<file path="src/rtl/video_pkg.sv">
// ============================================================================
// video_pkg : pixel/position types, colours and 640x480 VGA timing constants
// Rev 1.0
// ============================================================================
`default_nettype none

package video_pkg;

   typedef logic [8:0] rgb333_t;
   typedef logic [9:0] pos_t;

   typedef enum logic {
      DIR_NEG = 1'b0,
      DIR_POS = 1'b1
   } dir_t;

   localparam rgb333_t COLOR_BLACK = 9'h000;
   localparam rgb333_t COLOR_WHITE = 9'h1FF;

   localparam int c_h_visible = 640;
   localparam int c_h_front   = 16;
   localparam int c_h_sync    = 96;
   localparam int c_h_back    = 48;
   localparam int c_v_visible = 480;
   localparam int c_v_front   = 10;
   localparam int c_v_sync    = 2;
   localparam int c_v_back    = 33;

endpackage

`default_nettype wire

</file>
<file path="src/rtl/rising_edge_detect.sv">
// ============================================================================
// rising_edge_detect : one-cycle pulse on a 0->1 transition of i_d
// Rev 1.0
// ============================================================================
`default_nettype none

module rising_edge_detect #(
   parameter logic RESET_VALUE = 1'b0
) (
   input  logic i_clk,
   input  logic i_rst,
   input  logic i_d,
   output logic o_pulse
);

   logic r_prev;

   always_ff @(posedge i_clk) begin
      if (i_rst) begin
         r_prev <= RESET_VALUE;
      end else begin
         r_prev <= i_d;
      end
   end

   assign o_pulse = i_d & ~r_prev;

endmodule

`default_nettype wire

</file>
<file path="src/rtl/ball_renderer.sv">
// ============================================================================
// ball_renderer : bouncing square ball drawn over the sync generator's raster
// Rev 1.0
// ============================================================================
`default_nettype none

module ball_renderer
   import video_pkg::*;
#(
   parameter int      H_VISIBLE  = c_h_visible,
   parameter int      V_VISIBLE  = c_v_visible,
   parameter int      BALL_SIZE  = 8,
   parameter int      H_SPEED    = 2,
   parameter int      V_SPEED    = 2,
   parameter int      X_START    = 0,
   parameter int      Y_START    = 0,
   parameter rgb333_t BALL_COLOR = 9'h1FF,
   parameter rgb333_t BG_COLOR   = 9'h007
) (
   input  logic       i_clk,
   input  logic       i_rst,
   input  logic       i_run,
   input  logic       i_hsync,
   input  logic       i_vsync,
   input  logic       i_visible,
   input  logic [9:0] i_hpos,
   input  logic [9:0] i_vpos,
   output logic       o_hsync,
   output logic       o_vsync,
   output logic [8:0] o_rgb,
   output logic [9:0] o_ball_x,
   output logic [9:0] o_ball_y
);

   localparam logic [10:0] c_x_max   = 11'(H_VISIBLE - BALL_SIZE);
   localparam logic [10:0] c_y_max   = 11'(V_VISIBLE - BALL_SIZE);
   localparam logic [10:0] c_h_speed = 11'(H_SPEED);
   localparam logic [10:0] c_v_speed = 11'(V_SPEED);
   localparam logic [10:0] c_size    = 11'(BALL_SIZE);

   pos_t    r_ball_x;
   pos_t    r_ball_y;
   dir_t    r_dir_x;
   dir_t    r_dir_y;
   logic    r_hsync;
   logic    r_vsync;
   rgb333_t r_rgb;

   logic    w_tick;
   pos_t    w_next_x;
   pos_t    w_next_y;
   dir_t    w_next_dir_x;
   dir_t    w_next_dir_y;
   logic    w_ball_on;

   rising_edge_detect #(
      .RESET_VALUE (1'b1)
   ) u_frame_tick (
      .i_clk   (i_clk),
      .i_rst   (i_rst),
      .i_d     (i_vsync),
      .o_pulse (w_tick)
   );

   // Sums are widened to 11 bits so the bounce tests can never wrap.
   logic [10:0] w_x_ext;
   logic [10:0] w_y_ext;
   assign w_x_ext = {1'b0, r_ball_x};
   assign w_y_ext = {1'b0, r_ball_y};

   always_comb begin
      w_next_x     = r_ball_x;
      w_next_dir_x = r_dir_x;
      if (r_dir_x == DIR_POS) begin
         if (w_x_ext + c_h_speed >= c_x_max) begin
            w_next_x     = c_x_max[9:0];
            w_next_dir_x = DIR_NEG;
         end else begin
            w_next_x = 10'(w_x_ext + c_h_speed);
         end
      end else begin
         if (w_x_ext <= c_h_speed) begin
            w_next_x     = '0;
            w_next_dir_x = DIR_POS;
         end else begin
            w_next_x = 10'(w_x_ext - c_h_speed);
         end
      end
   end

   always_comb begin
      w_next_y     = r_ball_y;
      w_next_dir_y = r_dir_y;
      if (r_dir_y == DIR_POS) begin
         if (w_y_ext + c_v_speed >= c_y_max) begin
            w_next_y     = c_y_max[9:0];
            w_next_dir_y = DIR_NEG;
         end else begin
            w_next_y = 10'(w_y_ext + c_v_speed);
         end
      end else begin
         if (w_y_ext <= c_v_speed) begin
            w_next_y     = '0;
            w_next_dir_y = DIR_POS;
         end else begin
            w_next_y = 10'(w_y_ext - c_v_speed);
         end
      end
   end

   // Compare against the current (pre-update) position; a same-cycle tick
   // only becomes visible from the next pixel on.
   assign w_ball_on = i_visible
                    & ({1'b0, i_hpos} >= w_x_ext)
                    & ({1'b0, i_hpos} <  w_x_ext + c_size)
                    & ({1'b0, i_vpos} >= w_y_ext)
                    & ({1'b0, i_vpos} <  w_y_ext + c_size);

   always_ff @(posedge i_clk) begin
      if (i_rst) begin
         r_ball_x <= 10'(X_START);
         r_ball_y <= 10'(Y_START);
         r_dir_x  <= DIR_POS;
         r_dir_y  <= DIR_POS;
         r_hsync  <= 1'b0;
         r_vsync  <= 1'b0;
         r_rgb    <= COLOR_BLACK;
      end else begin
         r_hsync <= i_hsync;
         r_vsync <= i_vsync;
         if (w_ball_on) begin
            r_rgb <= BALL_COLOR;
         end else if (i_visible) begin
            r_rgb <= BG_COLOR;
         end else begin
            r_rgb <= COLOR_BLACK;
         end
         if (w_tick && i_run) begin
            r_ball_x <= w_next_x;
            r_ball_y <= w_next_y;
            r_dir_x  <= w_next_dir_x;
            r_dir_y  <= w_next_dir_y;
         end
      end
   end

   assign o_hsync  = r_hsync;
   assign o_vsync  = r_vsync;
   assign o_rgb    = r_rgb;
   assign o_ball_x = r_ball_x;
   assign o_ball_y = r_ball_y;

endmodule

`default_nettype wire

</file>
<file path="config.mk">
export PLATFORM = sky130hd
export DESIGN_NAME = ball_renderer
export DESIGN_NICKNAME = d
export VERILOG_FILES = /design/src/rtl/video_pkg.sv /design/src/rtl/rising_edge_detect.sv /design/src/rtl/ball_renderer.sv
export SDC_FILE = /design/constraint.sdc
export NUM_CORES = 1
export LEC_CHECK = 0
export CORE_MARGIN = 1
export CORE_UTILIZATION = 48
export DETAILED_ROUTE_END_ITERATION = 16
export GPL_TIMING_DRIVEN = 0
export HOLD_SLACK_MARGIN = 0.03
export PLACE_DENSITY_LB_ADDON = 0.25
export SYNTH_ARGS = -nofsm -noshare
export SYNTH_HDL_FRONTEND = slang
export SYNTH_SLANG_ARGS = --single-unit
</file>
<file path="constraint.sdc">
create_clock -name i_clk -period 2.5 [get_ports i_clk]
set_clock_uncertainty 0.15 [all_clocks]
set_input_delay 0.25 -clock i_clk [delete_from_list [all_inputs] [get_ports i_clk]]
set_output_delay 0.25 -clock i_clk [all_outputs]
set_load 0.005 [all_outputs]
</file>
=== Word level (Yosys, flattened, before mapping) ===
Index checks and enable logic that the tools add are counted.
W data, S select, Z words.

* Register bits: 34
* Input port bits: 26
* Output and inout port bits: 31

* Add/subtract/negate cells: 6
* Magnitude comparators: 8
* Mux-type cells: 14
* Bitwise gates (word level): 6
* Reduce and logical (&&, ||, !) cells: 1

{| class="wikitable"
|+ Operator list
! kind !! count
|-
| $mux W10 || 6
|-
| $add A10 B2 Y11 const B || 2
|-
| $add A10 B4 Y11 const B || 2
|-
| $lt A10 B11 Y1 || 2
|-
| $ge A10 B10 Y1 || 2
|-
| $le A10 B2 Y1 const B || 2
|-
| $sub A10 B2 Y10 const B || 2
|-
| $ge A11 B10 Y1 const B || 1
|-
| $ge A11 B9 Y1 const B || 1
|-
| $mux W9 || 1
|-
| $mux W1 || 6
|-
| $and A1 B1 Y1 || 5
|-
| $mux W3 || 1
|-
| $logic_and A1 B1 Y1 || 1
|-
| $not A1 Y1 || 1
|}

=== Logic depth before layout (Yosys ltp) ===
* Depth after elaboration: 6
* Mapped depth: 11

=== By module ===
From an unflattened synthesis, not the netlist that was laid out.

* Cell total of the unflattened synthesis: 371
* Area, all modules: 2,842.7 um^2

{| class="wikitable"
|+ Modules (own cells, without submodules)
! module !! instances !! cells an instance !! area an instance (um^2) !! seq. area each (um^2)
|-
| ball_renderer || 1 || 368 || 2,810.2 || 480.5
|-
| rising_edge_detect || 1 || 3 || 32.5 || 20.0
|}

=== Worst setup path before layout ===
No wires, ideal clock.

* Path type: register -> register
* Start point: register r_ball_x[5] (netlist: o_ball_x[5])
* End point: register r_rgb[7] (netlist: o_rgb[7])
* Data arrival time: 2,525 ps
* Required time: 2,264 ps
* Path slack: -260 ps
* Stages on the path, launching flop included: 12
* Path buffers: 2
* Cells stage by stage: dfxtp_1 -> clkbuf_1 -> clkbuf_1 -> nand3_1 -> xnor2_1 -> ha_1 -> and4_1 -> a2111oi_0 -> o21ai_0 -> a31oi_1 -> o21ai_0 -> a211oi_1

* Word-level cells in the longest chain between the ends: 6

{| class="wikitable"
|+ RTL lines
! what !! RTL line !! source
|-
| from (decl) || ball_renderer.sv:41 || <nowiki>pos_t r_ball_x;</nowiki>
|-
| from (signal assigned) || ball_renderer.sv:121 || <nowiki>r_ball_x <= 10'(X_START);</nowiki>
|-
| from (signal assigned) || ball_renderer.sv:139 || <nowiki>r_ball_x <= w_next_x;</nowiki>
|-
| $add A10 B4 Y11 / $ge A10 B10 Y1 (equally long branches) || ball_renderer.sv:115, ball_renderer.sv:114 ||
|-
| $lt A10 B11 Y1 / $and A1 B1 Y1 (equally long branches) || ball_renderer.sv:115, ball_renderer.sv:114 ||
|-
| $and A1 B1 Y1 * || ball_renderer.sv:115 || <nowiki>& ({1'b0, i_hpos} < w_x_ext + c_size)</nowiki>
|-
| $and A1 B1 Y1 * || ball_renderer.sv:116 || <nowiki>& ({1'b0, i_vpos} >= w_y_ext)</nowiki>
|-
| $and A1 B1 Y1 * || ball_renderer.sv:117 || <nowiki>& ({1'b0, i_vpos} < w_y_ext + c_size);</nowiki>
|-
| $mux W9 * || ball_renderer.sv:131 || <nowiki>if (w_ball_on) begin</nowiki>
|-
| to (signal assigned) || ball_renderer.sv:132 || <nowiki>r_rgb <= BALL_COLOR;</nowiki>
|-
| to (signal assigned) || ball_renderer.sv:134 || <nowiki>r_rgb <= BG_COLOR;</nowiki>
|-
| to (signal assigned) || ball_renderer.sv:136 || <nowiki>r_rgb <= COLOR_BLACK;</nowiki>
|-
| to (decl) || ball_renderer.sv:47 || <nowiki>rgb333_t r_rgb;</nowiki>
|}

Mark *: on every way between the ends. The rest lies on a longest branch, timed or not.
A chain may end at the register's enable or synchronous reset.

=== Worst setup path after layout ===
* Start point: register r_ball_y[3] (netlist: o_ball_y[3])
* End point: register r_ball_y[6] (netlist: o_ball_y[6])

* Word-level cells in the longest chain between the ends: 4

{| class="wikitable"
|+ RTL lines
! what !! RTL line !! source
|-
| from (decl) || ball_renderer.sv:42 || <nowiki>pos_t r_ball_y;</nowiki>
|-
| from (signal assigned) || ball_renderer.sv:122 || <nowiki>r_ball_y <= 10'(Y_START);</nowiki>
|-
| from (signal assigned) || ball_renderer.sv:140 || <nowiki>r_ball_y <= w_next_y;</nowiki>
|-
| $add A10 B2 Y11 || ball_renderer.sv:99 || <nowiki>w_next_y = 10'(w_y_ext + c_v_speed);</nowiki>
|-
| $ge A11 B9 Y1 || ball_renderer.sv:95 || <nowiki>if (w_y_ext + c_v_speed >= c_y_max) begin</nowiki>
|-
| $mux W10 || ball_renderer.sv:95 ||
|-
| $mux W10 * || ball_renderer.sv:94 || <nowiki>if (r_dir_y == DIR_POS) begin</nowiki>
|}

Marks and branches as above.

==> qor.yml <==
start_util: 0.5088
worst_pin_slew_ns: 0.6137
rows: 27
fin_crit_sh: 1.002
multi_input_area_mm2: 0.002228
worstHoldPathType: "input pin to register"
crit_slowest_cell: "or4_4"
fin_crit_ns: 2.504
io_pins: 57
wl_um: 8348
fmax_ghz: 0.3993
ff_latch_area_um2: 518.0
synth.yosys.seq_area_share: 0.1744
finalSetupViolCount: 1
hold_viol: 0
ctsHoldBuffers: 0
core_mm2: 0.005642
ant_nets: 0
finalMaxSlewViolations: 0
cts_buffers: 3
cp_max_fo: 7
synthFlopType: "dfxtp_1"
post-synth-top-area-cell: "ha_1"
cts_tree: "done"
timing.final.ws_setup_ns: -0.004430
end_kind: "register"
violations: "setup timing"
rsz0062_at_grt: "true"
critPathMaxStageDelay_ns: 0.56
drtPass1Iterations: 5
port_buffers: 51
ys_warn_count: 0
avgViaCountPerCell: 6.061
wl_per_cell_um: 16.30
clkLatencyLatePin_ns: 0.27
route.met2.wl_um: 3602
synth_edf_count: 0
wl_met3_um: 713
grt_pass1_vias: 2793
die-area_mm2: 0.006293
path_buf_inv: 3
vdd_drop_max_uv: 291.8
placed_area_mm2: 0.003486
cts-root-buf: "clkbuf_8"
clk_path_buf_depth: 2
cellPowerDensity_mw_per_mm2: 236.7
met1_length_um: 3886
clkTransAtPathRegs_ns: 0.09
leakage_nw: 1.422
routed.top_layer: "met4"
synthDistinctLibCells: 62
worstSetupPathType: "register to register"
grt_pass1_wl_um: 13260
cp_cell_sequence: "buf_6 -> or4_4 -> a2111oi_4 -> buf_4 -> buf_6 -> nor3_1 -> a21oi_1 -> a21oi_1 -> o31a_1"
whs_ns: 0.2466
clock_sinks: 25
fill_cells: 479
n_antenna_cell: 0
syn2layout_area_growth_pct: 32.17
drtIter0Drc: 271
via_count: 3103
critPathRequiredTime_ns: 2.52
dp_hpwl_um: 6197
synth_most_common_cell: "ha_1"
crit_family: "compound AO/OA/AOI/OAI gates"
drc: 0
synth_area_leaders: "ha_1 18%, dfxtp_1 17%, xnor2_1 5.8%"
synth_top_area_frac: 0.1831
gr-total-overflow: 0
relSlewSlack: 0.5909
async_reset_ff_frac: 0
synth-seq-cells: 25
synthCells: 374
syn_area_mm2: 0.002870
design_area_mm2: 0.003794
status: "complete, but fails checks"
cts_max_level: 1
antenna_found_initial: 0
drv_cap: 0
die_h_um: 79.33
synth.cells.most_frequent: "42 x ha_1, 29 x o21ai_0, 28 x a21oi_1"
start_kind: "register"
track_usage: 0.2632
grt_start_max_net_pins: 15
crit_arrival_ns: 2.52
drive_gt1_frac: 0.1614
finalNetCount: 509
place_congestion: 0.9481
avgSynthCellArea_um2: 7.674
die_width_um: 79.33
## state kept, by name (all words and copies together), names as in the netlist
name and count:
o_vsync 1, r_dir_x 1, o_rgb 2, o_ball_x 9, o_ball_y 9, o_hsync 1
u_frame_tick.r_prev 1, r_dir_y 1
## worst register-to-register path, stage by stage, from the launching register on
cell and delay [ns]:
dfxtp_4 0.37, buf_6 0.13, or4_4 0.56, a2111oi_4 0.29
buf_4 0.21, buf_6 0.12, nor3_1 0.04, a21oi_1 0.15
a21oi_1 0.10, o31a_1 0.29
## kinds of logic (layout without fill, tap and decap cells)
logic type,after synthesis,count (layout),synth area share
AOI/OAI and AO/OA,119,119,0.2847
and+or+nand+nor,109,109,0.1975
buffers and inverters,56,121,0.09067
adders and majority gates,42,42,0.1831
DFF,25,25,0.1744
xor gates and xnor gates,20,20,0.06103
muxes,2,2,0.007410
other,1,2,0.001307
## report_power, final
group | internal (mW) | total [mW] | switching (mW)
sequential | 0.403 | 0.411 | 0.00813
combinational | 0.131 | 0.245 | 0.115
clock | 0.112 | 0.242 | 0.130
## layout by cell type (no fill, tap or decap), drive strengths merged, types with 3 or more instances in the layout
| cell type | synthesis | routed |
|---|---|---|
| a221oi | 3 | 3 |
| a21oi | 28 | 28 |
| a211oi | 4 | 4 |
| o31ai | 3 | 3 |
| nor4 | 5 | 5 |
| nor2 | 18 | 18 |
| o31a | 4 | 4 |
| and4 | 5 | 5 |
| or3 | 6 | 6 |
| nand2 | 24 | 24 |
| a21o | 6 | 6 |
| ha | 42 | 42 |
| inv | 24 | 24 |
| xnor2 | 19 | 19 |
| buf | 16 | 32 |
| clkbuf | 14 | 11 |
| dfxtp | 25 | 25 |
| clkinv | 2 | 3 |
| a31oi | 5 | 5 |
| and3 | 4 | 4 |
| nor2b | 5 | 5 |
| clkdlybuf4s50 | 0 | 51 |
| o21ai | 30 | 30 |
| o221a | 4 | 4 |
| o211ai | 6 | 6 |
| nand4 | 7 | 7 |
| nand3 | 14 | 14 |
| o21a | 3 | 3 |
| nor3 | 13 | 13 |
## what timing repair did
item,CTS,global route
pin swaps,2,13
setup endpoints to repair,11,14
buffers inserted,4,7
resized for setup,19,36
cloned,0,0
## stage by stage
step	TNS (ns)	setup WS (ns)	cells	utilization	power (mW)
2_1_floorplan	0	0.008913	375	-	0.5467
3_3_place_gp	-1.354	-0.3454	498	0.6179	0.6347
3_5_place_dp	-1.374	-0.4110	498	0.6179	0.6386
4_1_cts	-0.1995	-0.1995	505	0.6414	0.8960
5_1_grt	-0.3220	-0.1378	512	0.6724	0.9513
6_report	-0.004430	-0.004430	512	0.6724	0.8981
## area by class of cell
cell class / count / share of cell area
Inverter: 26 / 0.02573
Multi-Input combinational cell: 294 / 0.5874
Timing Repair Buffer: 62 / 0.1573
Tap cell: 72 / 0.02375
Clock buffer: 3 / 0.01088
Buffer: 29 / 0.05706
Clock inverter: 1 / 0.001319
Sequential cell: 25 / 0.1365
## routing by layer
layer,GRT usage,vias up
met5,0,-
met4,0.06545,0
met2,0.4086,175
met1,0.3816,1394
li1,-,1512
met3,0.03103,22
## path summary, 6_finish.rpt
kind                            cells after the start                startpoint                        to  slack [ns]
worst max register to register                      9  o_ball_y[3]$_SDFFE_PP0P_  o_ball_y[6]$_SDFFE_PP0P_      -0.004
worst max-delay path                                9  o_ball_y[3]$_SDFFE_PP0P_  o_ball_y[6]$_SDFFE_PP0P_      -0.004
worst min-delay path                                2                     i_rst        o_hsync$_SDFF_PP0_        0.25
worst min register to register                      2  o_ball_x[7]$_SDFFE_PP0P_  o_ball_x[7]$_SDFFE_PP0P_        0.40
Power figures use the tool's default switching activity.
